[src/rtl/if_fetch_unit_if.sv]
// Instruction-memory read bus between the fetch unit (master) and the memory (slave).
interface if_fetch_unit_if;
  logic [31:0] IMem_Address;
  logic        IMem_Read;
  logic        IMem_Ready;
  logic [31:0] IMem_Data;

  modport master (
    output IMem_Address,
    output IMem_Read,
    input  IMem_Ready,
    input  IMem_Data
  );

  modport slave (
    input  IMem_Address,
    input  IMem_Read,
    output IMem_Ready,
    output IMem_Data
  );
endinterface

[src/rtl/if_fetch_unit.sv]
// MIPS32 instruction-fetch front end: PC ownership, imem read handshake, delay-slot
// tracking, deferred branch redirects and exception redirect with in-flight read discard.
module if_fetch_unit #(
  parameter logic [31:0] RESET_VECTOR = 32'hBFC0_0000
) (
  input  logic                   clock,
  input  logic                   reset,
  input  logic                   ID_Stall,
  input  logic                   ID_IsBranch,
  input  logic                   ID_PCSrc,
  input  logic [31:0]            ID_BranchTarget,
  input  logic                   EX_Exception,
  input  logic [31:0]            Exc_Vector,
  if_fetch_unit_if.master        imem,
  output logic [31:0]            IF_Instruction,
  output logic [31:0]            IF_PC,
  output logic [31:0]            IF_PCAdd4,
  output logic                   IF_IsBDS,
  output logic                   IF_Stall
);

  typedef enum logic [1:0] {StFetch, StHold, StDiscard} state_e;

  state_e      state_q, state_d;
  logic [31:0] pc_q, pc_d;
  logic [31:0] hold_buf_q, hold_buf_d;
  logic        pend_valid_q, pend_valid_d;
  logic [31:0] pend_target_q, pend_target_d;
  logic        bds_pend_q, bds_pend_d;
  logic [31:0] redir_target_q, redir_target_d;

  logic valid;
  logic handoff;
  logic branch_leaves_id;

  // Outputs; all request/valid signals are forced idle while reset is held.
  always_comb begin
    imem.IMem_Address = pc_q;
    imem.IMem_Read    = 1'b0;
    IF_Instruction    = '0;
    valid             = 1'b0;
    if (!reset) begin
      case (state_q)
        StFetch: begin
          imem.IMem_Read = 1'b1;
          if (imem.IMem_Ready) begin
            valid          = 1'b1;
            IF_Instruction = imem.IMem_Data;
          end
        end
        StHold: begin
          valid          = 1'b1;
          IF_Instruction = hold_buf_q;
        end
        StDiscard: imem.IMem_Read = 1'b1;
        default: ;
      endcase
    end
  end

  assign handoff          = valid & ~ID_Stall & ~EX_Exception;
  assign branch_leaves_id = ~ID_Stall & ~handoff;
  assign IF_Stall         = ~valid;
  assign IF_IsBDS         = valid & (ID_IsBranch | bds_pend_q);
  assign IF_PC            = pc_q;
  assign IF_PCAdd4        = pc_q + 32'd4;

  always_comb begin
    state_d        = state_q;
    pc_d           = pc_q;
    hold_buf_d     = hold_buf_q;
    pend_valid_d   = pend_valid_q;
    pend_target_d  = pend_target_q;
    bds_pend_d     = bds_pend_q;
    redir_target_d = redir_target_q;

    if (EX_Exception) begin
      pend_valid_d = 1'b0;
      bds_pend_d   = 1'b0;
      hold_buf_d   = '0;
      case (state_q)
        StFetch: begin
          if (imem.IMem_Ready) begin
            pc_d = Exc_Vector;
          end else begin
            redir_target_d = Exc_Vector;
            state_d        = StDiscard;
          end
        end
        StHold: begin
          pc_d    = Exc_Vector;
          state_d = StFetch;
        end
        StDiscard: begin
          // The aborted read may complete in this same cycle; the newest vector wins.
          redir_target_d = Exc_Vector;
          if (imem.IMem_Ready) begin
            pc_d    = Exc_Vector;
            state_d = StFetch;
          end
        end
        default: state_d = StFetch;
      endcase
    end else begin
      case (state_q)
        StFetch: begin
          if (imem.IMem_Ready && ID_Stall) begin
            hold_buf_d = imem.IMem_Data;
            state_d    = StHold;
          end
        end
        StHold: begin
          if (handoff) state_d = StFetch;
        end
        StDiscard: begin
          if (imem.IMem_Ready) begin
            pc_d    = redir_target_q;
            state_d = StFetch;
          end
        end
        default: state_d = StFetch;
      endcase

      if (handoff) begin
        pend_valid_d = 1'b0;
        bds_pend_d   = 1'b0;
        if (ID_PCSrc && !ID_Stall) begin
          pc_d = ID_BranchTarget;
        end else if (pend_valid_q) begin
          pc_d = pend_target_q;
        end else begin
          pc_d = IF_PCAdd4;
        end
      end

      // Branch leaves ID before its delay slot is handed off: remember where to go.
      if (ID_PCSrc && branch_leaves_id) begin
        pend_valid_d  = 1'b1;
        pend_target_d = ID_BranchTarget;
      end
      if (ID_IsBranch && branch_leaves_id) bds_pend_d = 1'b1;
    end
  end

  always_ff @(posedge clock or posedge reset) begin
    if (reset) begin
      state_q        <= StFetch;
      pc_q           <= RESET_VECTOR;
      hold_buf_q     <= '0;
      pend_valid_q   <= 1'b0;
      pend_target_q  <= '0;
      bds_pend_q     <= 1'b0;
      redir_target_q <= '0;
    end else begin
      state_q        <= state_d;
      pc_q           <= pc_d;
      hold_buf_q     <= hold_buf_d;
      pend_valid_q   <= pend_valid_d;
      pend_target_q  <= pend_target_d;
      bds_pend_q     <= bds_pend_d;
      redir_target_q <= redir_target_d;
    end
  end

endmodule

[src/flat_wrapper.sv]
// flat-port wrapper written by rule: the top's interface ports become plain ports
module if_fetch_unit_flat 
#(
  parameter logic [31:0] RESET_VECTOR = 32'hBFC0_0000
)
  (clock, reset, ID_Stall, ID_IsBranch, ID_PCSrc, ID_BranchTarget, EX_Exception, Exc_Vector, IF_Instruction, IF_PC, IF_PCAdd4, IF_IsBDS, IF_Stall, imem_IMem_Address, imem_IMem_Read, imem_IMem_Ready, imem_IMem_Data);
  if_fetch_unit_if imem_i ();
  input  logic clock;
  input  logic reset;
  input  logic ID_Stall;
  input  logic ID_IsBranch;
  input  logic ID_PCSrc;
  input  logic [31:0] ID_BranchTarget;
  input  logic EX_Exception;
  input  logic [31:0] Exc_Vector;
  output logic [31:0] IF_Instruction;
  output logic [31:0] IF_PC;
  output logic [31:0] IF_PCAdd4;
  output logic IF_IsBDS;
  output logic IF_Stall;
  output wire logic [$bits(imem_i.IMem_Address)-1:0] imem_IMem_Address;
  output wire logic [$bits(imem_i.IMem_Read)-1:0] imem_IMem_Read;
  input wire logic [$bits(imem_i.IMem_Ready)-1:0] imem_IMem_Ready;
  input wire logic [$bits(imem_i.IMem_Data)-1:0] imem_IMem_Data;
  assign imem_IMem_Address = imem_i.IMem_Address;
  assign imem_IMem_Read = imem_i.IMem_Read;
  assign imem_i.IMem_Ready = imem_IMem_Ready;
  assign imem_i.IMem_Data = imem_IMem_Data;
  if_fetch_unit #(.RESET_VECTOR(RESET_VECTOR)) u_core (.clock(clock), .reset(reset), .ID_Stall(ID_Stall), .ID_IsBranch(ID_IsBranch), .ID_PCSrc(ID_PCSrc), .ID_BranchTarget(ID_BranchTarget), .EX_Exception(EX_Exception), .Exc_Vector(Exc_Vector), .imem(imem_i), .IF_Instruction(IF_Instruction), .IF_PC(IF_PC), .IF_PCAdd4(IF_PCAdd4), .IF_IsBDS(IF_IsBDS), .IF_Stall(IF_Stall));
endmodule
[config.mk]
export PLATFORM = sky130hd
export DESIGN_NAME = if_fetch_unit_flat
export DESIGN_NICKNAME = d
export VERILOG_FILES = /design/src/rtl/if_fetch_unit_if.sv /design/src/rtl/if_fetch_unit.sv /design/src/flat_wrapper.sv
export SDC_FILE = /design/constraint.sdc
export NUM_CORES = 1
export LEC_CHECK = 0
export CAP_MARGIN = 5
export CORE_MARGIN = 4
export CORE_UTILIZATION = 52
export CTS_CLUSTER_DIAMETER = 50
export DETAILED_ROUTE_END_ITERATION = 12
export HOLD_SLACK_MARGIN = 0.15
export PLACE_DENSITY = 0.93
export SLEW_MARGIN = 20
export SYNTH_ARGS = -nofsm -noshare
export SYNTH_HDL_FRONTEND = slang
export SYNTH_SLANG_ARGS = --single-unit
[constraint.sdc]
create_clock -name clock -period 9.6 [get_ports clock]
set_input_delay 1.92 -clock clock [delete_from_list [all_inputs] [get_ports clock]]
set_output_delay 1.92 -clock clock [all_outputs]
set_load 0.01 [all_outputs]
# Word level (Yosys, flattened, before mapping)
# Cells that the tools add are included.
[word_totals]
ff_bits = 132
in_bits = 103
out_inout_bits = 131
word_cells = 77
[op_classes]
addsub = 1
n_eq_ne = 8
mux = 33
bitwise_logic = 9
reduce_logical = 19
[ops]
columns = ["op", "n"]
rows = [
  ["$mux W32", 13],
  ["$pmux W32 S2", 3],
  ["$add A32 B3 Y32 const B", 1],
  ["$ne A3 B2 Y1 const B", 4],
  ["$reduce_bool A3 Y1", 4],
  ["$mux W2", 5],
  ["$mux W1", 9],
  ["$pmux W2 S3", 1],
  ["$reduce_and A3 Y1", 2],
  ["$reduce_bool A2 Y1", 3],
  ["$and A1 B1 Y1", 4],
  ["$logic_and A1 B1 Y1", 4],
  ["$not A1 Y1", 4],
  ["$pmux W2 S2", 1],
  ["$reduce_and A2 Y1", 2],
  ["$reduce_and A4 Y1", 1],
  ["$ne A3 B3 Y1 const B", 1],
  ["$eq A2 B1 Y1 const B", 1],
  ["$eq A2 B2 Y1 const B", 1],
  ["$logic_not A2 Y1", 1],
  ["$ne A2 B2 Y1 const B", 1],
  ["$pmux W1 S2", 1],
  ["$reduce_or A2 Y1", 1],
  ["$logic_not A1 Y1", 1],
  ["$or A1 B1 Y1", 1],
]

# Longest topological paths before layout
[logic_depth]
ltp_word = 10
ltp_mapped = 9
depth_no_buf = 7

# Worst setup path before layout
# OpenSTA, ideal clock, no wires.
[synth_timing]
kind = "input to output"
start = "in imem_IMem_Ready"
end = "out IF_Instruction[10]"
arrival_ps = 3048
t_required_ps = 7680
slack_ps = 4632
stages = 4
path_buffers = 1
cell_sequence = "nor3b_1 > clkbuf_1 > a22oi_1 > nor2_1"
[synth_between]
elab_chain_len = 3
[synth_lines]
columns = ["item", "line_no", "text"]
rows = [
  ["start: declaration", "flat_wrapper.sv:23", "input wire logic [$bits(imem_i.IMem_Ready)-1:0] imem_IMem_Ready;"],
  ["$mux W32", "if_fetch_unit.sv:46", "if (imem.IMem_Ready) begin"],
  ["$pmux W32 S2", "if_fetch_unit.sv:43", "case (state_q)"],
  ["$mux W32", "if_fetch_unit.sv:42", "if (!reset) begin"],
  ["end: declaration", "flat_wrapper.sv:16", "output logic [31:0] IF_Instruction;"],
]
# Every way passes these cells.

# Final worst setup path
[layout_timing]
start = "in reset"
end = "out IF_IsBDS"
[layout_between]
elab_chain_len = 2
[layout_lines]
columns = ["item", "line_no", "text"]
rows = [
  ["start: declaration", "flat_wrapper.sv:9", "input logic reset;"],
  ["$mux W1", "if_fetch_unit.sv:42", ""],
  ["$and A1 B1 Y1", "if_fetch_unit.sv:64", "assign IF_IsBDS = valid & (ID_IsBranch | bds_pend_q);"],
  ["end: declaration", "flat_wrapper.sv:19", "output logic IF_IsBDS;"],
]
# Every way passes these cells.

==> results.toml <==
[outcome]
status = "finished clean"

[setup_path]
r2r_start = "u_core.IF_PC[2]"
crit_family = "simple AND/OR/NAND/NOR gates"
cp_slowest_cell = "or2_2"
reg2reg_to = "u_core.IF_PC[26]"
max_stage_delay_ns = 0.62
crit_fanout = 36
cp.depth = 5
ff2ff_setup_slack_ns = 6.51
worst_ep_arrival_time_ns = 4.18
crit_chain = "clkdlybuf4s50_1, or2_2, or2_2, nor2_1, clkdlybuf4s50_1"
worstRegToRegCells = 6
cp-end-kind = "primary output"
cp.required_ns = 7.68
critical_path_buf_inv_count = 2
startpoint_type = "input pin"
critPathKind = "in2out"

[drt]
antenna_left = 0
drc_errors = 0
wire_per_inst_um = 21.10
dr.pass1.iters = 7
viasPerCell = 6.327
wirelength_um = 26060
vias = 7814
drtIter0Drc = 903

[floorplanning]
rows = 44
die_h_um = 130.7
dieWidth_um = 130.7
start_util = 0.5349
num_io_pins = 234
die-area_um2 = 17090
core_um2 = 14640

[min_path]
worstHoldStart = "u_core.pend_target_q[19]"
hold_end = "u_core.pend_target_q[19]"
min_path_cells = 1
min_path_type = "reg2reg"

[finish]
fin_area_um2 = 10580
area_delta_synth_final_pct = 35.04
final_nets = 1141
final_layout_size_suffix_gt1_frac = 0.1343
layout_common_cells = "clkdlybuf4s50_1 (232), nand2_1 (126), dfrtp_1 (123)"
finalNonFillerCells = 1235
fillerInstances = 996
final_common_cell = "clkdlybuf4s50_1"

[sta]
drv_slew = 0
finalHoldViolations = 0
min_period_ns = 6.101
fmax_mhz = 163.9
fin_crit_sh = 0.6356
setup_viol = 0
rsz0062_at_grt = "false"
fin_skew_ns = 0.007479
fin_tns_setup_ns = 0
max_slew.worst_pin.slew_ns = 1.102
slew_headroom = 0.2656

[logic_synthesis]
synth_seq_cells = 132
synth_cell_type_count = 67
yosys_warnings = 0
ys_async_sr_fraction = 1.000
synthFlopType = "dfrtp_1"
syn_area_um2 = 7834
synth_edf_count = 0
seq_area_frac_synth = 0.4231
syn_nets = 978
postSynthCellCount = 874
avgSynthCellArea_um2 = 8.963

[job]
drv_cap = 0

[cts]
cts_setup_buffers = 0
h-tree-depth = 4
cts-resized-gates = 0
clk-insertion-delay-late_ns = 0.42
hold_buffers = 0
clock-sinks = 132
cts_tree = "built"
path_clk_slew_ns = 0.05
clock_path_buffers = 2
root_buffer = "clkbuf_16"
cts_buffers = 17

[placement]
dp.cells = 1202
placed_area_um2 = 9942
routabilityCongestion = 0.8577
port_buffers = 233
place_hpwl_um = 17360

[pwr]
power.density_nw_per_um2 = 197.3
leakagePower_uw = 0.004150
ir_drop_uv = 116.7

[global_route]
first_global_vias = 7830
grt_util_all_layers = 0.3044
grt_pass1_wl_um = 40580
grt-ovfl-total = 0
grt_max_degree = 109
antenna_found_initial = 1
registers in the layout (all words and copies together) (netlist names):
name,flops
u_core.pend_valid_q,1
u_core.redir_target_q,32
u_core.state_q,2
u_core.bds_pend_q,1
u_core.pend_target_q,32
u_core.IF_PC,32
u_core.hold_buf_q,32
cell usage after synthesis, drive strengths merged (6+ instances only):
cell      n  area [um^2]
nor4      8        62.56
nand4     7        58.81
xor2     10        87.58
mux2     64        720.7
nand3    29        155.2
o211ai   10        75.07
a31oi     9        56.30
dfstp     9        236.5
inv      12        45.04
buf      47        336.6
a211oi   11        82.58
a21oi    72        360.4
xnor2    18        157.7
clkbuf   55        246.5
nor2     82        307.8
dfrtp   123         3078
nor3b     6        45.04
o21ai    46        230.2
a22oi    34        255.2
and3     10        62.56
nor3     14        103.9
nand2   126        473.0
metal layers:
| layer | vias to the layer above | GRT usage | routed length (um) | share of wire |
|---|---|---|---|---|
| met4 | 0 | 0.1676 | 1111 | 0.043 |
| li1 | 3422 | - | - | - |
| met2 | 587 | 0.4887 | 12520 | 0.48 |
| met1 | 3700 | 0.3800 | 9776 | 0.38 |
| met5 | - | 0 | 0 | 0 |
| met3 | 105 | 0.07195 | 2645 | 0.10 |
cell families after synthesis:
group                    share of synthesized area
AO/OA/AOI/OAI                               0.1854
XOR/XNOR                                   0.03130
adder cells (fa/ha/maj)                   0.001597
buffers and inverters                      0.08018
flip-flops                                  0.4231
multiplexers                               0.09711
AND/OR/NAND/NOR                             0.1813
worst max-delay path by stage:
stage	end	from
2_1_floorplan	u_core.IF_PC[0]	reset
3_3_place_gp	IF_IsBDS	reset
3_5_place_dp	IF_IsBDS	reset
4_1_cts	IF_IsBDS	reset
5_1_grt	IF_IsBDS	reset
6_report	IF_IsBDS	reset
power breakdown:
part | total [uW] | switching (uW) | internal (uW)
sequential | 771 | 112 | 658
combinational | 618 | 278 | 340
clock | 699 | 252 | 447
total | 2090 | 642 | 1450
final cells by class:
type                    count  area [um^2]  share of cell area
diodes                      1        2.502           0.0002365
multi-input cells         628         3920              0.3705
well taps                 184        230.2             0.02176
inverters                  12        50.05            0.004731
clock inverters            13        181.4             0.01715
repair buffers            246         2427              0.2295
clock buffers              19        452.9             0.04281
flip-flops and latches    132         3314              0.3133
stage by stage:
stage	hold slack (ns)	power, uW	utilization	worst slack [ns]
2_1_floorplan	0.4711	1097	-	4.169
6_report	0.4948	2087	0.7224	3.499
5_1_grt	0.5072	2174	0.7224	3.427
3_5_place_dp	0.4869	1385	0.6789	3.526
3_3_place_gp	0.4807	1357	0.6786	3.536
4_1_cts	0.4996	2088	0.7222	3.506
(Power assumes the default switching activity.)
